[config.mk]
export PLATFORM = sky130hd
export DESIGN_NAME = instr_fetch_buffer
export DESIGN_NICKNAME = d
export VERILOG_FILES = /design/src/rtl/ifb_pkg.sv /design/src/rtl/ifb_slot_queue.sv /design/src/rtl/instr_fetch_buffer.sv
export SDC_FILE = /design/constraint.sdc
export NUM_CORES = 1
export LEC_CHECK = 0
export ABC_AREA = 1
export ABC_CLOCK_PERIOD_IN_PS = 5500
export CAP_MARGIN = 5
export CORE_MARGIN = 4
export CORE_UTILIZATION = 55
export DETAILED_ROUTE_END_ITERATION = 7
export GPL_ROUTABILITY_DRIVEN = 1
export GPL_TIMING_DRIVEN = 0
export HOLD_SLACK_MARGIN = 0.03
export PLACE_DENSITY = 0.79
export SYNTH_ARGS = -nofsm -noshare
export SYNTH_HDL_FRONTEND = slang
export SYNTH_HIERARCHICAL = 1
export SYNTH_SLANG_ARGS = --single-unit
[constraint.sdc]
create_clock -name clk -period 5.5 [get_ports clk]
set_clock_uncertainty 0.15 [all_clocks]
set_input_delay 0.55 -clock clk [delete_from_list [all_inputs] [get_ports clk]]
set_output_delay 0.55 -clock clk [all_outputs]
set_load 0.01 [all_outputs]
[src/rtl/ifb_pkg.sv]
// Shared types and helpers for the instruction fetch buffer.
package ifb_pkg;

  // Datapath width the slot storage is built for.
  localparam int IFB_WIDTH     = 32;
  // Smallest legal queue depth.
  localparam int IFB_DEPTH_MIN = 2;

  // One queue entry: fetch address, returned word, ready-to-deliver flag and
  // the alignment-fault marker.
  typedef struct packed {
    logic [IFB_WIDTH-1:0] pc;
    logic [IFB_WIDTH-1:0] data;
    logic                 filled;
    logic                 misaligned;
  } ifb_slot_t;

  // Pointer width for a queue of the given depth; counts use one more bit.
  function automatic int ifb_ptr_w(input int depth);
    return (depth < 2) ? 1 : $clog2(depth);
  endfunction

  // Depth must be a power of two so the pointers wrap for free.
  function automatic bit ifb_depth_ok(input int depth);
    return (depth >= IFB_DEPTH_MIN) && ((depth & (depth - 1)) == 0);
  endfunction

endpackage

[src/rtl/ifb_slot_queue.sv]
// Slot storage with head/tail/fill pointers for the fetch buffer.
// IFB_ALIGN_CHECK_EN: slots may be allocated pre-filled (alignment fault);
// the fill pointer then skips them to find the next slot owed a response.
module ifb_slot_queue
  import ifb_pkg::*;
#(
  parameter int DEPTH = 4,
  localparam int PW   = ifb_ptr_w(DEPTH)
) (
  input  logic                 clk,
  input  logic                 reset_n,
  input  logic                 i_flush,
  input  logic                 i_alloc,
  input  logic [IFB_WIDTH-1:0] i_alloc_pc,
`ifdef IFB_ALIGN_CHECK_EN
  input  logic                 i_alloc_mis,
`endif
  input  logic                 i_rsp_we,
  input  logic [IFB_WIDTH-1:0] i_rsp_data,
  input  logic                 i_deliver,
  output ifb_slot_t            o_head
);

  ifb_slot_t     r_slot [DEPTH];
  logic [PW-1:0] r_head, r_tail, r_fill;
  logic [PW-1:0] w_fill;
  logic          w_mis;

`ifdef IFB_ALIGN_CHECK_EN
  logic [DEPTH-1:0] r_alloc;
  logic [PW-1:0]    w_idx;
  logic             w_found;

  assign w_mis = i_alloc_mis;

  // Track which slots are allocated so pre-filled ones can be skipped.
  always_ff @(posedge clk or negedge reset_n) begin
    if (!reset_n)     r_alloc <= '0;
    else if (i_flush) r_alloc <= '0;
    else begin
      if (i_alloc)   r_alloc[r_tail] <= 1'b1;
      if (i_deliver) r_alloc[r_head] <= 1'b0;
    end
  end

  // First allocated-but-unfilled slot at or after the fill pointer.
  always_comb begin
    w_fill  = r_fill;
    w_found = 1'b0;
    w_idx   = '0;
    for (int k = 0; k < DEPTH; k++) begin
      w_idx = r_fill + PW'(k);
      if (!w_found && r_alloc[w_idx] && !r_slot[w_idx].filled) begin
        w_fill  = w_idx;
        w_found = 1'b1;
      end
    end
  end
`else
  assign w_mis  = 1'b0;
  assign w_fill = r_fill;
`endif

  // Allocate at tail, fill at fill, retire at head; flush empties the queue.
  always_ff @(posedge clk or negedge reset_n) begin
    if (!reset_n) begin
      r_head <= '0;
      r_tail <= '0;
      r_fill <= '0;
      for (int i = 0; i < DEPTH; i++) r_slot[i] <= '0;
    end else if (i_flush) begin
      r_head <= '0;
      r_tail <= '0;
      r_fill <= '0;
      for (int i = 0; i < DEPTH; i++) r_slot[i].filled <= 1'b0;
    end else begin
      if (i_alloc) begin
        r_slot[r_tail].pc         <= i_alloc_pc;
        r_slot[r_tail].data       <= '0;
        r_slot[r_tail].filled     <= w_mis;
        r_slot[r_tail].misaligned <= w_mis;
        r_tail                    <= r_tail + 1'b1;
      end
      if (i_rsp_we) begin
        r_slot[w_fill].data   <= i_rsp_data;
        r_slot[w_fill].filled <= 1'b1;
        r_fill                <= w_fill + 1'b1;
      end
      // Clearing filled on retire keeps a wrapped-around empty head invalid.
      if (i_deliver) begin
        r_slot[r_head].filled <= 1'b0;
        r_head                <= r_head + 1'b1;
      end
    end
  end

  assign o_head = r_slot[r_head];

endmodule

[src/rtl/instr_fetch_buffer.sv]
// Instruction fetch buffer: issues in-order fetches, queues responses,
// delivers (pc, instr) to decode; flush discards queued and in-flight work.
// IFB_ALIGN_CHECK_EN: misaligned pcs bypass memory and are delivered with
// instr_misaligned set and instr = 0.
module instr_fetch_buffer
  import ifb_pkg::*;
#(
  parameter int WIDTH = IFB_WIDTH,
  parameter int DEPTH = 4
) (
  input  logic             clk,
  input  logic             reset_n,
  input  logic [WIDTH-1:0] pc,
  input  logic             pc_valid,
  output logic             pc_ready,
  input  logic             flush,
  output logic             mem_req_valid,
  input  logic             mem_req_ready,
  output logic [WIDTH-1:0] mem_req_addr,
  input  logic             mem_rsp_valid,
  input  logic [WIDTH-1:0] mem_rsp_data,
  output logic             instr_valid,
  input  logic             instr_ready,
  output logic [WIDTH-1:0] instr,
`ifdef IFB_ALIGN_CHECK_EN
  output logic             instr_misaligned,
`endif
  output logic [WIDTH-1:0] instr_pc
);

  localparam int PW = ifb_ptr_w(DEPTH);
  localparam int CW = PW + 1;
  localparam int SW = PW + 2;

  if (!ifb_depth_ok(DEPTH) || WIDTH != IFB_WIDTH || (WIDTH % 8) != 0) begin : g_bad_cfg
    $error("instr_fetch_buffer: unsupported WIDTH/DEPTH");
  end

  logic [CW-1:0] r_used, r_outst, r_discard;
  logic          w_credit, w_mis, w_hs, w_mem_hs, w_drop, w_rsp_acc, w_deliver;
  ifb_slot_t     w_head;

  // Stale responses still owed to memory hold back credit so the total
  // in-flight count never exceeds DEPTH.
  assign w_credit = (SW'(r_used) + SW'(r_discard)) < SW'(DEPTH);

`ifdef IFB_ALIGN_CHECK_EN
  assign w_mis    = |(pc & WIDTH'((WIDTH / 8) - 1));
  assign pc_ready = reset_n && w_credit && !flush && (mem_req_ready || w_mis);
  assign instr_misaligned = w_head.misaligned;
`else
  assign w_mis    = 1'b0;
  assign pc_ready = reset_n && w_credit && !flush && mem_req_ready;
`endif

  assign mem_req_valid = reset_n && pc_valid && w_credit && !flush && !w_mis;
  assign mem_req_addr  = pc;
  assign w_hs          = pc_valid && pc_ready;
  assign w_mem_hs      = mem_req_valid && mem_req_ready;
  assign w_drop        = mem_rsp_valid && (r_discard != '0);
  assign w_rsp_acc     = mem_rsp_valid && (r_discard == '0);
  assign w_deliver     = instr_valid && instr_ready && !flush;

  // Occupancy, outstanding-request and discard bookkeeping.
  always_ff @(posedge clk or negedge reset_n) begin
    if (!reset_n) begin
      r_used    <= '0;
      r_outst   <= '0;
      r_discard <= '0;
    end else if (flush) begin
      // Everything still in flight at memory becomes a discard; a response
      // landing this cycle is charged against the pre-flush total.
      r_used    <= '0;
      r_outst   <= '0;
      r_discard <= r_discard + r_outst - CW'(mem_rsp_valid);
    end else begin
      r_used    <= r_used + CW'(w_hs) - CW'(w_deliver);
      r_outst   <= r_outst + CW'(w_mem_hs) - CW'(w_rsp_acc);
      r_discard <= r_discard - CW'(w_drop);
    end
  end

  ifb_slot_queue #(.DEPTH(DEPTH)) u_queue (
    .clk         (clk),
    .reset_n     (reset_n),
    .i_flush     (flush),
    .i_alloc     (w_hs),
    .i_alloc_pc  (pc),
`ifdef IFB_ALIGN_CHECK_EN
    .i_alloc_mis (w_mis),
`endif
    .i_rsp_we    (w_rsp_acc && !flush),
    .i_rsp_data  (mem_rsp_data),
    .i_deliver   (w_deliver),
    .o_head      (w_head)
  );

  assign instr_valid = w_head.filled;
  assign instr       = w_head.data;
  assign instr_pc    = w_head.pc;

endmodule

**Word-level counts from Yosys, hierarchy flattened**

Cells that the tools add are included.

- Register bits: 279
- Input bits: 71
- Output and inout bits: 99

- $add $sub $neg: 11
- Magnitude comparators: 7
- Mux-type cells: 42
- Bitwise logic cells: 3
- Reductions and logical operators: 22

Operators with widths:

| operator | number |
|---|---|
| $bwmux 264 | 7 |
| $mux 264 | 5 |
| $demux 66 s2 | 7 |
| $mux 66 | 3 |
| $bmux 66 s2 | 1 |
| $mux 34 | 2 |
| $mux 2 | 9 |
| $logic_and 1x1->1 | 16 |
| $sub 3x1->3 | 4 |
| $ge 3x3->1 const B | 3 |
| $lt 3x1->1 const B | 3 |
| $mux 3 | 3 |
| $not 2->3 | 3 |
| $add 2x1->2 const B | 3 |
| $add 3x1->3 | 2 |
| $reduce_bool 2->1 | 3 |
| $mux 1 | 5 |
| $add 3x3->4 | 1 |
| $lt 4x3->1 const B | 1 |
| $add 3x3->3 | 1 |
| $logic_not 3->1 | 1 |
| $reduce_bool 3->1 | 1 |
| $logic_not 1->1 | 1 |

**Logic depth before layout (Yosys ltp)**

- Depth after elaboration: 18
- Depth in mapped cells: 17
- Gate-level depth less buffers: 15

**Hierarchy**

The synthesis kept the hierarchy.

Modules (own cells, without submodules):

| module | instances | cells each | area each (um^2) |
|---|---|---|---|
| ifb_slot_queue | 1 | 1793 | 13304.0 |
| instr_fetch_buffer | 1 | 125 | 967.2 |

**Worst setup path before layout**

OpenSTA, ideal clock, no wires.

- Path type: register -> register
- From: register u_queue.r_head[0]
- To: register r_used[2]
- Library setup time: 117 ps
- Arrival: 2568 ps
- Data required time: 5233 ps
- Setup slack: 2666 ps
- Cell stages (with the launch flop): 17
- Path buffers: 2
- Cells stage by stage: dfrtp_1 > buf_2 > inv_2 > clkbuf_1 > nand2_1 > nand2_1 > nand2_1 > nand2_1 > nand2_1 > nor2_1 > ha_1 > inv_1 > ha_1 > inv_1 > fa_1 > nor2_1 > nor2_1

- Word-level cells in the longest chain between the ends: 8

Ends and longest elaborated chain:

| what | line | RTL |
|---|---|---|
| start, declared | ifb_slot_queue.sv:25 | `logic [PW-1:0] r_head, r_tail, r_fill;` |
| start signal, assigned | ifb_slot_queue.sv:92 | `r_head <= r_head + 1'b1;` |
| $not 2->3 (not written as such) | ifb_slot_queue.sv:97 | `assign o_head = r_slot[r_head];` |
| $bmux 66 s2 | ifb_slot_queue.sv:97 |  |
| $mux 66 (not written as such) (2 in a row) | ifb_slot_queue.sv:97 |  |
| net instr_valid | instr_fetch_buffer.sv:22 | `output logic instr_valid,` |
| $logic_and 1x1->1 (2 in a row) | instr_fetch_buffer.sv:62 | `assign w_deliver = instr_valid && instr_ready && !flush;` |
| net w_deliver | instr_fetch_buffer.sv:40 | `logic w_credit, w_mis, w_hs, w_mem_hs, w_drop, w_rsp_acc, w_deliver;` |
| $sub 3x1->3 | instr_fetch_buffer.sv:77 | `r_used <= r_used + CW'(w_hs) - CW'(w_deliver);` |
| $mux 3 | instr_fetch_buffer.sv:70 | `end else if (flush) begin` |
| end signal, assigned | instr_fetch_buffer.sv:77 |  |
| end, declared | instr_fetch_buffer.sv:39 | `logic [CW-1:0] r_used, r_outst, r_discard;` |

The timed path passes the listed nets, and every way through them passes these cells. The select of a mux whose other input is x is not followed.
A chain may end at the register's enable or synchronous reset.

**Final worst setup path**

- From: register u_queue.r_head[1]
- To: output instr[16]

- Word-level cells in the longest chain between the ends: 4

Ends and longest elaborated chain:

| what | line | RTL |
|---|---|---|
| $not 2->3 (not written as such) | ifb_slot_queue.sv:97 |  |
| $bmux 66 s2 | ifb_slot_queue.sv:97 |  |
| $mux 66 (not written as such) (2 in a row) | ifb_slot_queue.sv:97 |  |
| end, declared | instr_fetch_buffer.sv:24 | `output logic [WIDTH-1:0] instr,` |

No other way between the ends. The select of a mux whose other input is x is not followed.

==> flow_metrics.tcl <==
set metrics [dict create \
    grt_start_max_net_pins 100 \
    status "finished, final reports clean" \
    p_seq_share_pct 38.9 \
    io_pins 170 \
    cts_tree "built" \
    layout_min_cycle_time_ns 4.02 \
    cp_cell_sequence "clkbuf_1, clkbuf_1, nand2_1, nand2_1, clkdlybuf4s50_1" \
    reg2reg_depth 16 \
    p_comb_share_pct 28.4 \
    grt_usage_pct 32.0 \
    crit_fanout 10 \
    slew_viol_final 0 \
    via_per_inst 5.53 \
    cpMaxStageDelayCell "clkbuf_1" \
    hp-class "reg2reg" \
    first_pass_iters 6 \
    insertion_delay_ns 0.54 \
    grt_pass1_wl_um 71400 \
    power.density_nw_per_um2 364 \
    die_w_um 168 \
    clk_path_buf_depth 3 \
    diodes 0 \
    endpoint_kind "output port" \
    critPathKind "reg2out" \
    layout-drive-gt1-share_pct 10.0 \
    tightest_slew_ns 1.22 \
    cp.required_ns 4.80 \
    max_slew_margin_pct 18.7 \
    gr-total-overflow 0 \
    max-vdd-ir-drop_mv 0.271 \
    p_sw_share_pct 29.1 \
    timing.final.crit_share_pct 73.1 \
    syn_nets 1996 \
    drv_cap 0 \
    p_clk_share_pct 32.6 \
    fin_setup_tns_ns 0 \
    cts_root_buf "clkbuf_16" \
    fill_cells 2051 \
    cts_buffers 29 \
    antenna_found_initial 1 \
    avgSynthCellArea_sq_um 7.43 \
    p_sw_mw 1.83 \
    fmax_mhz 249 \
    syn_area_sq_um 14100 \
    coreArea_sq_um 25200 \
    fin_nets 2199 \
    htreeDepth 1 \
    yosys_warnings 6 \
    die_height_um 168 \
    vias 13600 \
    clock-sinks 275 \
    drtAntennaViolNets 0 \
    die_area_sq_um 28300 \
    finalHoldViolCount 0 \
    clkTransAtPathRegs_ns 0.06 \
    drc 0 \
    power.leakage_nw 9.14 \
    arrival_ns 3.32 \
    whs_path_depth 2 \
    cts-resized-gates 0 \
    place_area_sq_um 16300 \
    dpl.hpwl_um 30000 \
    gp_congestion 0.884 \
    drt_iter0_markers 1534 \
    port_buffers 169 \
    slowest_delay_ns 0.96 \
    wl_per_cell_um 18.7 \
    fin_area_sq_um 17300 \
    worst_setup_path_start_kind "flip-flop" \
    rsz0062_at_grt "false" \
    grt_pass1_vias 13200 \
    drt_wl_total_um 45900 \
    syn2layout_area_growth_pct 22.5 \
    p_int_mw 4.46 \
    setup_violations 0 \
    start_util_pct 56.0 \
    rows 58 \
    synth_cells 1899 \
]
==> through the flow <==
| step | cells | hold WS, ns | power (mW) | setup slack (ns) | utilization (%) |
|---|---|---|---|---|---|
| after global placement | 2398 | 0.306 | 4.19 | -7.98 | 64.4 |
| final | 2454 | 0.327 | 6.28 | 1.48 | 68.6 |
| after floorplan | 1899 | 0.104 | 3.40 | 2.67 | - |
| after global routing | 2454 | 0.349 | 6.60 | 1.32 | 68.6 |
| after CTS | 2454 | 0.328 | 6.30 | 1.59 | 68.6 |
| after detailed placement | 2400 | 0.313 | 4.24 | 1.70 | 64.6 |
==> placed cells by master, fill, tap and decap left out <==
master	n
a21oi_1	4
a31oi_1	1
buf_1	5
buf_16	2
buf_2	45
buf_4	35
buf_6	4
buf_8	1
bufinv_16	4
clkbuf_1	62
clkbuf_16	29
clkbuf_8	7
clkdlybuf4s50_1	168
clkinv_2	10
dfrtp_1	275
dlygate4sd3_1	1
fa_1	3
ha_1	23
inv_1	157
inv_2	4
mux2i_1	1
nand2_1	818
nand3_1	209
nand3_2	1
nand3b_1	1
nor2_1	48
nor3_1	2
o21ai_0	93
o21ai_1	36
o21ai_2	4
or2_2	67
xnor2_1	1
xor2_1	3
==> area by class of cell <==
class | instances | area, sq um | area share, %
flip-flops and latches | 275 | 6880 | 39.8
multi-input cells | 1315 | 5840 | 33.8
repair buffers | 172 | 1760 | 10.2
clock buffers | 39 | 833 | 4.82
plain buffers | 148 | 773 | 4.47
inverters | 161 | 604 | 3.50
well taps | 330 | 413 | 2.39
clock inverters | 14 | 170 | 0.985
==> routing by layer <==
layer	vias up	global-route usage (%)	share of wire [%]
li1	6231	-	-
met1	6304	42.4	38
met2	838	50.3	45
met3	206	6.25	11
met4	0	16.2	6.1
met5	-	0	0
==> worst max-delay path: cells and delay by family, from the launching register on <==
family / cells / cell delay [ns]
buffers and inverters: 3 / 2.00
flip-flops: 1 / 0.46
AND/OR/NAND/NOR: 2 / 0.31
==> power by group through the flow <==
stage                     clock network, mW  logic (mW)  registers [mW]
after CTS                              2.06        1.80            2.44
final                                  2.05        1.79            2.45
after global placement                    0        1.73            2.46
after floorplan                           0       0.972            2.43
after global routing                   2.16        1.97            2.48
after detailed placement                  0        1.77            2.47
==> final timing paths <==
check | start | slack [ns] | end
worst max-delay path | u_queue/r_head[1] | 1.48 | instr[16]
min in group asynchronous | reset_n | 0.45 | async pin
worst max register to register | u_queue/r_head[0] | 1.56 | r_used[2]
max in group asynchronous | reset_n | 3.83 | u_queue/r_slot[27]
worst min-delay path | flip-flop | 0.33 | flip-flop
worst min register to register | flip-flop | 0.33 | flip-flop
==> repair_timing <==
action                                 4_1_cts  5_1_grt
setup buffers                                0        0
hold buffers                                 1        0
endpoints found under the hold margin       87        0
Power figures use the tool's default switching activity.
